<file path="config.mk">
export PLATFORM = sky130hd
export DESIGN_NAME = seq_divider
export DESIGN_NICKNAME = d
export VERILOG_FILES = /design/src/rtl/seq_divider.sv
export SDC_FILE = /design/constraint.sdc
export NUM_CORES = 1
export LEC_CHECK = 0
export ABC_AREA = 1
export CAP_MARGIN = 10
export CELL_PAD_IN_SITES_DETAIL_PLACEMENT = 0
export CELL_PAD_IN_SITES_GLOBAL_PLACEMENT = 1
export CORE_ASPECT_RATIO = 0.8
export CORE_MARGIN = 2
export CORE_UTILIZATION = 30
export DETAILED_ROUTE_END_ITERATION = 8
export PLACE_DENSITY = 0.59
export SLEW_MARGIN = 15
export SYNTH_ARGS = -nofsm -noshare
export SYNTH_HDL_FRONTEND = slang
export SYNTH_SLANG_ARGS = --single-unit
</file>
<file path="constraint.sdc">
create_clock -name clk -period 1.95 [get_ports clk]
set_input_delay 0.2925 -clock clk [delete_from_list [all_inputs] [get_ports clk]]
set_output_delay 0.2925 -clock clk [all_outputs]
set_load 0.01 [all_outputs]
</file>
<file path="src/rtl/seq_divider.sv">
// Sequential restoring divider, one quotient bit per cycle, with signed/unsigned modes.
// A valid/ready handshake applies on both the operand and the result side.
module seq_divider #(
    parameter int unsigned WIDTH = 8
) (
    input  logic             clk,
    input  logic             rst_n,
    input  logic             in_valid,
    output logic             in_ready,
    input  logic             signed_i,
    input  logic [WIDTH-1:0] dividend,
    input  logic [WIDTH-1:0] divisor,
    output logic             out_valid,
    input  logic             out_ready,
    output logic [WIDTH-1:0] quotient,
    output logic [WIDTH-1:0] remainder,
    output logic             div_zero,
    output logic             overflow
);

    localparam int unsigned CntW = (WIDTH > 2) ? $clog2(WIDTH) : 1;
    localparam logic [WIDTH-1:0] MinNeg = {1'b1, {(WIDTH-1){1'b0}}};

    typedef enum logic [1:0] {StIdle, StCalc, StFix, StDone} state_e;

    state_e            state_q, state_d;
    logic [CntW-1:0]   cnt_q, cnt_d;
    logic [WIDTH-1:0]  quo_q, quo_d;
    logic [WIDTH-1:0]  rem_q, rem_d;
    logic [WIDTH-1:0]  dvs_q, dvs_d;
    logic              dvd_neg_q, dvd_neg_d;
    logic              dvs_neg_q, dvs_neg_d;
    logic              ovf_q, ovf_d;
    logic              out_valid_q, out_valid_d;
    logic [WIDTH-1:0]  quotient_q, quotient_d;
    logic [WIDTH-1:0]  remainder_q, remainder_d;
    logic              div_zero_q, div_zero_d;
    logic              overflow_q, overflow_d;

    // Shifted partial remainder needs WIDTH+1 bits so full-range unsigned magnitudes are exact.
    logic [WIDTH:0]    rem_sh;
    logic              ge;

    always_comb begin
        state_d     = state_q;
        cnt_d       = cnt_q;
        quo_d       = quo_q;
        rem_d       = rem_q;
        dvs_d       = dvs_q;
        dvd_neg_d   = dvd_neg_q;
        dvs_neg_d   = dvs_neg_q;
        ovf_d       = ovf_q;
        out_valid_d = 1'b0;
        quotient_d  = quotient_q;
        remainder_d = remainder_q;
        div_zero_d  = div_zero_q;
        overflow_d  = overflow_q;
        rem_sh      = {rem_q, quo_q[WIDTH-1]};
        ge          = (rem_sh >= {1'b0, dvs_q});

        unique case (state_q)
            StIdle: begin
                if (in_valid) begin
                    dvd_neg_d = signed_i & dividend[WIDTH-1];
                    dvs_neg_d = signed_i & divisor[WIDTH-1];
                    quo_d     = dvd_neg_d ? (-dividend) : dividend;
                    dvs_d     = dvs_neg_d ? (-divisor) : divisor;
                    rem_d     = '0;
                    cnt_d     = '0;
                    ovf_d     = signed_i && (dividend == MinNeg) && (divisor == '1);
                    if (divisor == '0) begin
                        quotient_d  = '1;
                        remainder_d = dividend;
                        div_zero_d  = 1'b1;
                        overflow_d  = 1'b0;
                        state_d     = StDone;
                    end else begin
                        state_d = StCalc;
                    end
                end
            end
            StCalc: begin
                // Subtraction fits WIDTH bits: the result is always below the divisor magnitude.
                rem_d = ge ? (rem_sh[WIDTH-1:0] - dvs_q) : rem_sh[WIDTH-1:0];
                quo_d = {quo_q[WIDTH-2:0], ge};
                cnt_d = cnt_q + 1'b1;
                if (cnt_q == CntW'(WIDTH - 1)) begin
                    state_d = StFix;
                end
            end
            StFix: begin
                quotient_d  = (dvd_neg_q ^ dvs_neg_q) ? (-quo_q) : quo_q;
                remainder_d = dvd_neg_q ? (-rem_q) : rem_q;
                div_zero_d  = 1'b0;
                overflow_d  = ovf_q;
                state_d     = StDone;
            end
            StDone: begin
                // out_valid lags DONE entry by one edge and drops on the handshake edge.
                if (out_valid_q && out_ready) begin
                    state_d = StIdle;
                end else begin
                    out_valid_d = 1'b1;
                end
            end
            default: state_d = StIdle;
        endcase
    end

    always_ff @(posedge clk or negedge rst_n) begin
        if (!rst_n) begin
            state_q     <= StIdle;
            cnt_q       <= '0;
            quo_q       <= '0;
            rem_q       <= '0;
            dvs_q       <= '0;
            dvd_neg_q   <= 1'b0;
            dvs_neg_q   <= 1'b0;
            ovf_q       <= 1'b0;
            out_valid_q <= 1'b0;
            quotient_q  <= '0;
            remainder_q <= '0;
            div_zero_q  <= 1'b0;
            overflow_q  <= 1'b0;
        end else begin
            state_q     <= state_d;
            cnt_q       <= cnt_d;
            quo_q       <= quo_d;
            rem_q       <= rem_d;
            dvs_q       <= dvs_d;
            dvd_neg_q   <= dvd_neg_d;
            dvs_neg_q   <= dvs_neg_d;
            ovf_q       <= ovf_d;
            out_valid_q <= out_valid_d;
            quotient_q  <= quotient_d;
            remainder_q <= remainder_d;
            div_zero_q  <= div_zero_d;
            overflow_q  <= overflow_d;
        end
    end

    assign in_ready  = (state_q == StIdle);
    assign out_valid = out_valid_q;
    assign quotient  = quotient_q;
    assign remainder = remainder_q;
    assign div_zero  = div_zero_q;
    assign overflow  = overflow_q;

endmodule

</file>
==> run summary, run 1 <==
result of the run - finished, final reports clean
filler-free cell count of the finished design - 690
post-CTS setup buffer count - 0
fin crit period - 1800 ps
total routed wirelength - 9760 µm
pwr dens - 1690 mW/mm²
relative contribution of the clock network to total power - 13.8%
average wire per cell in the routed design - 14.1 µm
Final Skew - 6.67 ps
clk slew on worst S/H paths - 70 ps
first-pass GRT wire length - 16000 µm
Yosys reg bits - 51
number of design-rule violations left by the first detailed-router iteration - 170
GR met1 Demand/Resource - 26.5%
number of global-route vias before repair - 3057
Die H - 99.6 µm
max-cap check violation count - 0
type of the setup path with the least slack - flop to flop
DIE AREA - 0.0123 mm²
area post-placement - 0.00418 mm²
largest driver fanout on the critical path - 5
final-layout fill cell count - 1154
Hold Path Class - flop to flop
GRT Overall Usage - 17.0%
Initial DRT Pass Iterations - 4
summed area of non-filler cells in the final layout - 0.00438 mm²
slew at the pin closest to its max-slew limit - 403 ps
number of max-slew violations in the final report - 0
total number of nets in the final design - 586
post-placement setup slack - -19.5 ps
worst r2r path cells - 9
# diodes - 0
M2 GR Usage - 23.4%
number of levels in the clock H-tree - 2
global route hottest layer - met1
share of post-route cells with drive strength above 1 - 10.4%
global placer's final weighted congestion - 0.821
die outline width - 124 µm
via count normalized by instance count - 4.62
Syn Inst Count - 479
TritonCTS clock tree - built
synthesized netlist net count - 520
hpwl dp - 7850 µm
maximum number of pins on one net before global-route repair - 52
Inst Count DP - 681
source-to-sink clock delay at the later pin of the worst-skew pair - 300 ps
PortBufs - 40
post-route core utilization - 39.8%
sequential share of power - 24.6%
Netlist Area Pre-Place - 0.00343 mm²
overall power after layout - 7.39 mW
library cell used as clock root buffer - clkbuf_16
post-detailed-route DRC marker count - 0
ratio of final minimum period to clock period - 92.4%
startpoint class of the critical path - flop
number of synthesized flops with an enable pin - 0
Setup violations, final - 0
Max IR drop VDD - 0.723 mV
Leak - 2.18 nW
antenna violations before repair - 0
end point of the worst hold path - cnt_q[0]
CTS sink count - 51
CP Data Required Time - 2180 ps
total internal power - 4.01 mW
number of buffers added by the clock tree synthesis step - 5
Via Count - 3186
setup repair after global routing missed its margin - false
number of distinct standard cells referenced by the synthesized netlist - 33
Hold WS - 473 ps
combinational group share of total power - 61.6%
primary flip-flop cell chosen by synthesis mapping - dfrtp_1
sort of element at the end of the critical path - flop
routing usage on met3 - 3.61%
HP Start - cnt_q[0]
setup tns final - 0 ps
count of cells along the worst hold path - 1
switching component of the power - 3.38 mW
start of the worst register-to-register path - rem_q[1]
area growth from synthesis to layout - 27.8%
arrival time at the worst endpoint - 2040 ps
per-instance average area after synthesis - 7.16 µm²
FF-to-FF End - rem_q[0]
async set-reset flop share out of synthesis - 100%
worst max-slew margin expressed relative to the limit - 72.9%
number of warnings reported in the yosys synthesis log - 0
fmax - 555 MHz
fraction of power spent switching nets - 45.7%
remaining number of nets flagged by the antenna check after routing - 0
number of hold violations in the final report - 0
total core area - 0.0110 mm²
GR Overflow Total - 0
Top-Level Pins - 41
initial standard-cell utilization of the core - 31.1%
worst-case clock buffer depth - 2
final critical-path setup slack - 149 ps
flop-to-flop setup slack - 150 ps
Rows - 34
sequential element share of the synthesized area - 37.2%
## repair_timing
action | 4_1_cts | 5_1_grt
pin swaps | 0 | 0
resized for setup | 1 | 6
hold buffers | 1 | 0
setup endpoints to repair | 1 | 9
hold endpoints to repair | 24 | 0
## worst max-delay path: stages (launching register included)
cell and delay [ps]:
dfrtp_1 410, ha_2 380, nand2_1 110, nor2_2 170
nand2_1 80, and2_2 230, buf_4 150, nand3_1 80
nand3_1 70, nand2_1 60
## cell type report
cell class                      instances  area, µm²  area share (%)
Timing Repair Buffer                   71        658            15.0
Tap cell                              144        180            4.11
Clock buffer                            5        125            2.86
Sequential cell                        51       1280            29.1
Clock inverter                          3       43.8            1.00
Inverter                               66        248            5.66
Multi-Input combinational cell        350       1850            42.2
## power by group through the flow
stage / combinational, mW / clock, mW / sequential [mW]
2_1_floorplan: 2.93 / 0 / 1.83
3_3_place_gp: 4.51 / 0 / 1.84
3_5_place_dp: 4.51 / 0 / 1.85
4_1_cts: 4.53 / 1.05 / 1.83
5_1_grt: 5.22 / 1.10 / 1.88
6_report: 4.55 / 1.02 / 1.82
## logic make-up (layout without fill, tap and decap cells)
kind of cell	after synthesis	in the layout	synth area share [%]
compound gates	67	67	11.0
xor+xnor	18	18	4.82
flops	51	51	37.2
simple gates	245	245	30.0
fa+ha+maj	20	20	7.52
buf+inv	78	145	9.42
## synthesized netlist by cell type (3+ instances only)
master | n | share of area (%)
a21oi_1 | 17 | 2.5
buf_2 | 6 | 0.88
buf_4 | 4 | 0.88
dfrtp_1 | 51 | 37
ha_1 | 19 | 6.9
inv_1 | 62 | 6.8
inv_2 | 3 | 0.33
nand2_1 | 138 | 15
nand3_1 | 44 | 6.4
nand4_1 | 7 | 1.3
nor2_1 | 43 | 4.7
nor3_1 | 3 | 0.44
o211ai_1 | 7 | 1.5
o21ai_0 | 33 | 4.8
o21ai_1 | 5 | 0.73
xor2_1 | 15 | 3.8
## routing by layer
metal  routed length [µm]  part of all wire [%]  vias up
met2                 3880                    40       65
li1                     -                     -     1660
met4                   88                  0.90        0
met3                  490                   5.0        6
met5                    0                     0        -
met1                 5300                    54     1455
## flip-flops by register name (all words and copies together), names as in the netlist
name,cells
rem_q,8
dvs_q,8
overflow,1
remainder,8
ovf_q,1
state_q,2
div_zero,1
quo_q,8
dvs_neg_q,1
quotient,8
cnt_q,3
out_valid,1
dvd_neg_q,1
## cells in the final DEF (no fill, tap or decap), types with 2 or more instances in the layout
| cell | n |
|---|---|
| nand2_1 | 138 |
| xnor2_1 | 2 |
| xor2_1 | 15 |
| dfrtp_1 | 51 |
| a21oi_1 | 16 |
| clkbuf_16 | 5 |
| nand4_1 | 7 |
| inv_1 | 62 |
| a21oi_2 | 2 |
| buf_4 | 28 |
| o211ai_1 | 7 |
| o21ai_1 | 5 |
| nor2_1 | 43 |
| nand2_2 | 2 |
| nor3_1 | 3 |
| buf_12 | 2 |
| nor2_2 | 2 |
| nand3_1 | 44 |
| a22o_1 | 2 |
| inv_2 | 3 |
| o21ai_0 | 33 |
| clkdlybuf4s50_1 | 38 |
| ha_1 | 17 |
| ha_2 | 2 |
## worst max-delay path by stage
stage | start | to | slack, ps | cells past startpoint
floorplan | quo_q[7] | rem_q[4] | 280 | 9
global route | dvs_q[3] | rem_q[0] | 2 | 10
finish | rem_q[1] | rem_q[0] | 150 | 9
CTS | state_q[0] | in_ready | 40 | 3
detailed placement | divisor[1] | quotient[2] | -20 | 10
global placement | divisor[0] | quotient[7] | 2 | 10
Note: power is estimated with default switching activity, not from simulation.
==> inputs of run 2 (changes only) <==
--- a/config.mk
+++ b/config.mk
@@ -14,6 +14,7 @@
 export CORE_UTILIZATION = 30
 export DETAILED_ROUTE_END_ITERATION = 8
 export PLACE_DENSITY = 0.59
+export REMOVE_ABC_BUFFERS = 1
 export SLEW_MARGIN = 15
 export SYNTH_ARGS = -nofsm -noshare
 export SYNTH_HDL_FRONTEND = slang
==> run 2 against run 1 <==
  * First-iteration DRC count is 35% higher
  * Maximum frequency is 4.2% lower
  * Via count is 2.0% higher
  * Setup slack worse by 78 ps
  * Largest cell class unchanged
  * Utilization is 0.11 points higher
  * Critical endpoint is now in_ready
==> run summary, run 2 (synthesis results as in run 1) <==
slew at the pin closest to its max-slew limit - 476 ps
maximum number of pins on one net before global-route repair - 32
post-CTS setup buffer count - 0
Die H - 99.6 µm
number of design-rule violations left by the first detailed-router iteration - 230
fin crit period - 1880 ps
remaining number of nets flagged by the antenna check after routing - 0
total routed wirelength - 10200 µm
sort of element at the end of the critical path - primary output
setup repair after global routing missed its margin - false
cell with the largest stage delay on the worst path - clkdlybuf4s50_1
CP Data Required Time - 1660 ps
number of max-slew violations in the final report - 0
via count normalized by instance count - 4.73
hpwl dp - 8020 µm
leading cell type in the layout, fill and taps excluded - nand2_1
die outline width - 124 µm
arrival time at the worst endpoint - 1590 ps
type of the setup path with the least slack - flop to primary output
end point of the worst hold path - remainder[1]
Inst Count DP - 678
Rows - 34
worst max-slew margin expressed relative to the limit - 68.2%
clk slew on worst S/H paths - 70 ps
result of the run - finished, final reports clean
count of cells along the worst hold path - 2
number of buffers and inverters on the critical path - 2
total number of nets in the final design - 584
largest driver fanout on the critical path - 8
CP Depth - 3
average wire per cell in the routed design - 14.8 µm
startpoint class of the critical path - flop
# diodes - 0
Via Count - 3249
share of post-route cells with drive strength above 1 - 9.58%
worst-case clock buffer depth - 2
number of buffers added by the clock tree synthesis step - 5
fmax - 532 MHz
Hold WS - 470 ps
GR Overflow Total - 0
first-pass GRT wire length - 16600 µm
PortBufs - 40
flop-to-flop setup slack - 130 ps
pwr dens - 1710 mW/mm²
Final Skew - 4.23 ps
total core area - 0.0110 mm²
HP Start - remainder[1]
number of levels in the clock H-tree - 2
number of global-route vias before repair - 3138
cells along the critical path - inv_1, ha_4, clkdlybuf4s50_1
GRT Overall Usage - 17.6%
source-to-sink clock delay at the later pin of the worst-skew pair - 290 ps
Initial DRT Pass Iterations - 4
start of the worst register-to-register path - quo_q[7]
library cell used as clock root buffer - clkbuf_16
worst r2r path cells - 9
category of cells accounting for the largest share of critical-path delay - buffers and inverters
FF-to-FF End - rem_q[4]
leading cell types in the layout, fill and taps excluded - nand2_1, inv_1, dfrtp_1
Max IR drop VDD - 0.847 mV
antenna violations before repair - 0
peak per-stage delay on the critical path - 550 ps
max-cap check violation count - 0
global placer's final weighted congestion - 0.823
Hold Path Class - flop to flop
Top-Level Pins - 41
initial standard-cell utilization of the core - 31.1%
DIE AREA - 0.0123 mm²
TritonCTS clock tree - built
number of hold violations in the final report - 0
ratio of final minimum period to clock period - 96.4%
Leak - 2.16 nW
Setup violations, final - 0
filler-free cell count of the finished design - 687
area growth from synthesis to layout - 28.1%
post-detailed-route DRC marker count - 0
CTS sink count - 51
[run 2: changes by cell type in the layout (fill, tap and decap cells not counted), sizes merged]
cell and delta:
clkbuf +1, clkinv -2, clkdlybuf4s50 +1, nand3 +1
dlymetal6s2s -1, buf -3
[run 2: layer usage]
metal / vias to the layer above / GRT usage, % / wire (µm) / share of wire, %
li1: 1662 / - / - / -
met1: 1517 / 28.0 / 5480 / 54
met2: 66 / 25.0 / 4200 / 41
met3: 4 / 3.04 / 462 / 4.5
met4: 0 / 2.36 / 35 / 0.34
met5: - / 0 / 0 / 0
[run 2: final cells by class]
class,instances,area (µm²)
Multi-Input combinational cell,351,1870
Clock buffer,6,129
Tap cell,144,180
Inverter,66,248
Timing Repair Buffer,68,658
Fill cell,1175,6630
Clock inverter,1,30.0
Sequential cell,51,1280
[run 2: timing repair]
action,CTS,global route
pin swaps,0,1
gates resized for setup,2,5
hold buffers,1,0
endpoints found under the hold margin,20,0
cloned,0,1
endpoints found under the setup margin,1,11
[run 2: stage by stage]
stage	util [%]	power (mW)	setup WS, ps	instance area [µm²]	setup TNS [ps]
final	39.9	7.51	70.5	4390	0
after detailed placement	38.0	6.41	-111	4180	-497
after CTS	39.6	7.47	41.1	4360	0
after floorplan	-	4.64	93.0	3350	0
after global placement	38.0	6.39	-35.5	4180	-107
after global routing	39.9	8.28	5.88	4390	0
[run 2: worst max-delay path by stage]
stage / start / to / slack [ps]
after floorplan: state_q[0] / quo_q[3] / 90
after global placement: divisor[0] / remainder[7] / -40
after CTS: state_q[0] / in_ready / 40
final: state_q[1] / in_ready / 70
after global routing: quo_q[7] / rem_q[4] / 6
after detailed placement: divisor[0] / remainder[7] / -110
[run 2: worst min-delay path: stages, from the launching register on]
cell and delay, ps:
dfrtp_1 340, nand2_1 50, nand2_1 40
[run 2: power breakdown]
group / leakage (nW) / switching (mW) / internal [mW]
clock network: 0.0769 / 0.391 / 0.600
logic: 1.47 / 2.76 / 1.93
registers: 0.616 / 0.313 / 1.51
==> variant 1 (flow settings as in run 1) <==
Change the parameter `WIDTH` from 8 to 16.
--- a/src/rtl/seq_divider.sv
+++ b/src/rtl/seq_divider.sv
@@ -2,5 +2,5 @@
 // A valid/ready handshake applies on both the operand and the result side.
 module seq_divider #(
-    parameter int unsigned WIDTH = 8
+    parameter int unsigned WIDTH = 16
 ) (
     input  logic             clk,
Ports: changed (resized dividend, divisor, quotient and remainder); port bits go from 41 to 73. The function was not compared with the original's and may differ.
==> variant 1 against run 1 <==
- clock power increased by 75%
- largest cell class unchanged
- routed wire length increased to 2.5 times the old value
- final area increased by 120%
- synthesized area increased by 97%
- power increased by 140%
- setup slack got worse by 110 ps
- sequential cell count increased by 41
- synthesized cell count increased by 110%
==> variant 1: results (changes against run 1) <==
| Metric | Value |
|---|---|
| Status | complete, no violations (unchanged) |
| Complex-gate fraction of the synthesized area | 10.2% (was 11.0%) |
| Number of fill cells | 2390 (was 1154) |
| Final std cells w/o fill | 1560 (was 690) |
| Final nets | 1311 (was 586) |
| WL met1 | 13700 µm (was 5300 µm) |
| Hold Path Class | in -> async (was reg -> reg) |
| Met3 Routed Length | 1120 µm (was 490 µm) |
| Avg WL per Cell | 15.7 µm (was 14.1 µm) |
| Share of layout cells above drive strength 1 | 22.8% (was 10.4%) |
| Met2 wire len | 9440 µm (was 3880 µm) |
| Setup crit end | rem_q[8] (was rem_q[0]) |
| Port Buffers | 72 (was 40) |
| Reg2reg end | rem_q[8] (was rem_q[0]) |
| Max Clock Skew | 13.0 ps (was 6.67 ps) |
| VDD IR max | 0.528 mV (was 0.723 mV) |
| Met1 Use GR | 34.1% (was 26.5%) |
| Placed Cells | 1522 (was 681) |
| CP peak stage delay | 440 ps (was 410 ps) |
| Vias in the first global route | 6818 (was 3057) |
| Static Leak | 4.87 nW (was 2.18 nW) |
| Initial antenna violation count | 2 (was 0) |
| Synth Area in Adders | 5.10% (was 7.52%) |
| Initial drt markers | 473 (was 170) |
| Fmax | 0.524 GHz (was 0.555 GHz) |
| H-Tree Depth | 3 (was 2) |
| Largest net degree at the start of global routing | 36 (was 52) |
| Later-pin clock latency in the skew report | 360 ps (was 300 ps) |
| Commonest cells in the netlist | 320 x nand2_1, 133 x inv_1, 101 x nor2_1 (was 138 x nand2_1, 62 x inv_1, 51 x dfrtp_1) |
[variant 1: changes by cell type in the layout (fill, tap and decap cells not counted), moves of 16 or more]
cell             before  now
nand2_1             138  299
dfrtp_1              51   86
buf_4                28  151
a21oi_1              16   38
inv_2                 3   22
nand4_1               7   28
nand2_2               2   18
o21ai_0              33   62
inv_1                62  112
nand3_1              44   88
nor2_1               43   93
clkdlybuf4s50_1      38   70
[variant 1: what timing repair did]
action,in CTS,in global routing
endpoints found under the setup margin,18,50
hold buffers,1,0
hold endpoints to repair,28,0
setup buffers,1,16
gates cloned,0,2
pin swaps,1,18
gates resized for setup,24,90
[variant 1: cell type report]
class,instances,area (µm²),area share [%]
repair buffers,239,2130,21.6
inverters,140,536,5.45
multi-input cells,765,4170,42.5
well taps,306,383,3.90
diodes,2,5.00,0.0509
flip-flops and latches,92,2310,23.5
clock inverters,7,68.8,0.700
clock buffers,9,225,2.29
==> variant 2 (config.mk and constraints of run 1) <==
Without the edit above. Register the input `divisor` before use, cleared by the reset. The logic sees it one clock later. The other inputs are not delayed to match.
--- a/src/rtl/seq_divider.sv
+++ b/src/rtl/seq_divider.sv
@@ -23,4 +23,14 @@
 
     typedef enum logic [1:0] {StIdle, StCalc, StFix, StDone} state_e;
+
+    logic [WIDTH-1:0] divisor_q;
+
+    always_ff @(posedge clk or negedge rst_n) begin
+        if (!rst_n) begin
+            divisor_q <= '0;
+        end else begin
+            divisor_q <= divisor;
+        end
+    end
 
     state_e            state_q, state_d;
@@ -63,11 +73,11 @@
                 if (in_valid) begin
                     dvd_neg_d = signed_i & dividend[WIDTH-1];
-                    dvs_neg_d = signed_i & divisor[WIDTH-1];
+                    dvs_neg_d = signed_i & divisor_q[WIDTH-1];
                     quo_d     = dvd_neg_d ? (-dividend) : dividend;
-                    dvs_d     = dvs_neg_d ? (-divisor) : divisor;
+                    dvs_d     = dvs_neg_d ? (-divisor_q) : divisor_q;
                     rem_d     = '0;
                     cnt_d     = '0;
-                    ovf_d     = signed_i && (dividend == MinNeg) && (divisor == '1);
-                    if (divisor == '0) begin
+                    ovf_d     = signed_i && (dividend == MinNeg) && (divisor_q == '1);
+                    if (divisor_q == '0) begin
                         quotient_d  = '1;
                         remainder_d = dividend;
Behaviour: not the same (a bounded check fails within 4 cycles, from zero or initial values and one cycle with rst_n low).
==> variant 2 against run 1 <==
- sequential cell count up 8
- power up 7.0%
- routed wire length down 0.12%
- final area up 5.3%
- maximum frequency down 1.3%
- core utilization about the same
- synthesized area up 5.0%
- setup slack worse by 24 ps
- critical path type unchanged
- highest routed layer unchanged
==> variant 2: results (changes against run 1) <==
| Metric | Value |
|---|---|
| First-pass GRT wire length | 16200 µm (was 16000 µm) |
| Placed Cells | 669 (was 681) |
| Number of fill cells | 1193 (was 1154) |
| Multi-input gate share of the layout cell area | 40.7% (was 42.2%) |
| Synth top area cells | dfrtp_1 41%, nand2_1 14%, ha_1 6.6%, inv_1 6.2%, nand3_1 5.4% (was dfrtp_1 37%, nand2_1 15%, ha_1 6.9%, inv_1 6.8%, nand3_1 6.4%) |
| CTS Sinks | 59 (was 51) |
| Vias in the first global route | 3071 (was 3057) |
| Total wire length | 9740 µm (was 9760 µm) |
| Comb power frac | 55.4% (was 61.6%) |
| Storage cell area | 1480 µm² (was 1280 µm²) |
| Sequential fraction of the synthesis area | 41.0% (was 37.2%) |
| Clk cell area share | 6.02% (was 3.86%) |
| Crit-path max FO | 10 (was 5) |
| Initial drt markers | 266 (was 170) |
| Sw frac | 44.5% (was 45.7%) |
| Commonest cells in the netlist | 134 x nand2_1, 59 x dfrtp_1, 59 x inv_1 (was 138 x nand2_1, 62 x inv_1, 51 x dfrtp_1) |
| Share of layout cells above drive strength 1 | 10.6% (was 10.4%) |
| Syn nets | 517 (was 520) |
| Hold Path Class | in -> reg (was reg -> reg) |
| Data buffer area share | 12.1% (was 15.0%) |
| Cells after Synth | 476 (was 479) |
| Clock Buffer Count | 9 (was 5) |
| Synth Area in Adders | 7.16% (was 7.52%) |
| CP peak stage delay | 390 ps (was 410 ps) |
| M2 GR Usage | 23.5% (was 23.4%) |
| Area share of xor/xnor cells in the synthesized design | 4.66% (was 4.82%) |
| GP Congestion | 0.812 (was 0.821) |
| Post-layout util | 39.8% (about the same) |
| Met3 Usage GRT | 3.61% (about the same) |
| H-Tree Depth | 3 (was 2) |
| Avg WL per Cell | 14.2 µm (was 14.1 µm) |
| Nonclk inv count | 63 (was 66) |
| Complex-gate fraction of the synthesized area | 10.2% (was 11.0%) |
| Non-CTS buffers | 55 (was 71) |
| Static Leak | 2.28 nW (was 2.18 nW) |
| VDD IR max | 0.691 mV (was 0.723 mV) |
| Via Count | 3161 (was 3186) |
| Final nets | 574 (was 586) |
| Area post-placement | 4280 µm² (was 4180 µm²) |
| Gr usage total | 16.2% (was 17.0%) |
| Fraction of area in registers | 32.0% (was 29.1%) |
| Pre-CTS setup slack | 35.1 ps (was -19.5 ps) |
| Yosys cell types | 32 (was 33) |
| Hpwl dp | 7580 µm (was 7850 µm) |
| Post-cts sizing count | 3 (was 1) |
| Largest net degree at the start of global routing | 35 (was 52) |
| Root Driver | clkbuf_16 (unchanged) |
| WL met1 | 5300 µm (about the same) |
| Met1 Use GR | 24.3% (was 26.5%) |
| Status | complete, no violations (unchanged) |
variant 2: cell count changes in the layout (fill, tap and decap cells not counted), moves of 3 or more:
cell / run 1 / this run
nor2_2: 2 / 5
nand3_1: 44 / 39
nand2_2: 2 / 5
nand2_1: 138 / 134
buf_4: 28 / 10
clkbuf_16: 5 / 9
ha_4: 0 / 3
inv_1: 62 / 59
dfrtp_1: 51 / 59
nand2_4: 0 / 3
variant 2: worst paths after layout:
check,start,endpoint,slack [ps],cells after the start
worst max-delay path,rem_q[1],quo_q[0],120,8
worst min-delay path,divisor[3],divisor_q[3],400,1
worst max register to register,rem_q[1],quo_q[0],120,8
worst min register to register,remainder[4],remainder[4],470,2
max in group asynchronous,rst_n,rem_q[2],810,4
min in group asynchronous,rst_n,remainder[6],470,2
variant 2: power groups by stage:
stage               Clock (mW)  Combinational (mW)  Sequential (mW)
global placement             0                4.32             2.05
detailed placement           0                4.32             2.06
finish                    1.48                4.39             2.04
global route              1.58                5.01             2.11
CTS                       1.53                4.35             2.04
floorplan                    0                2.87             2.05
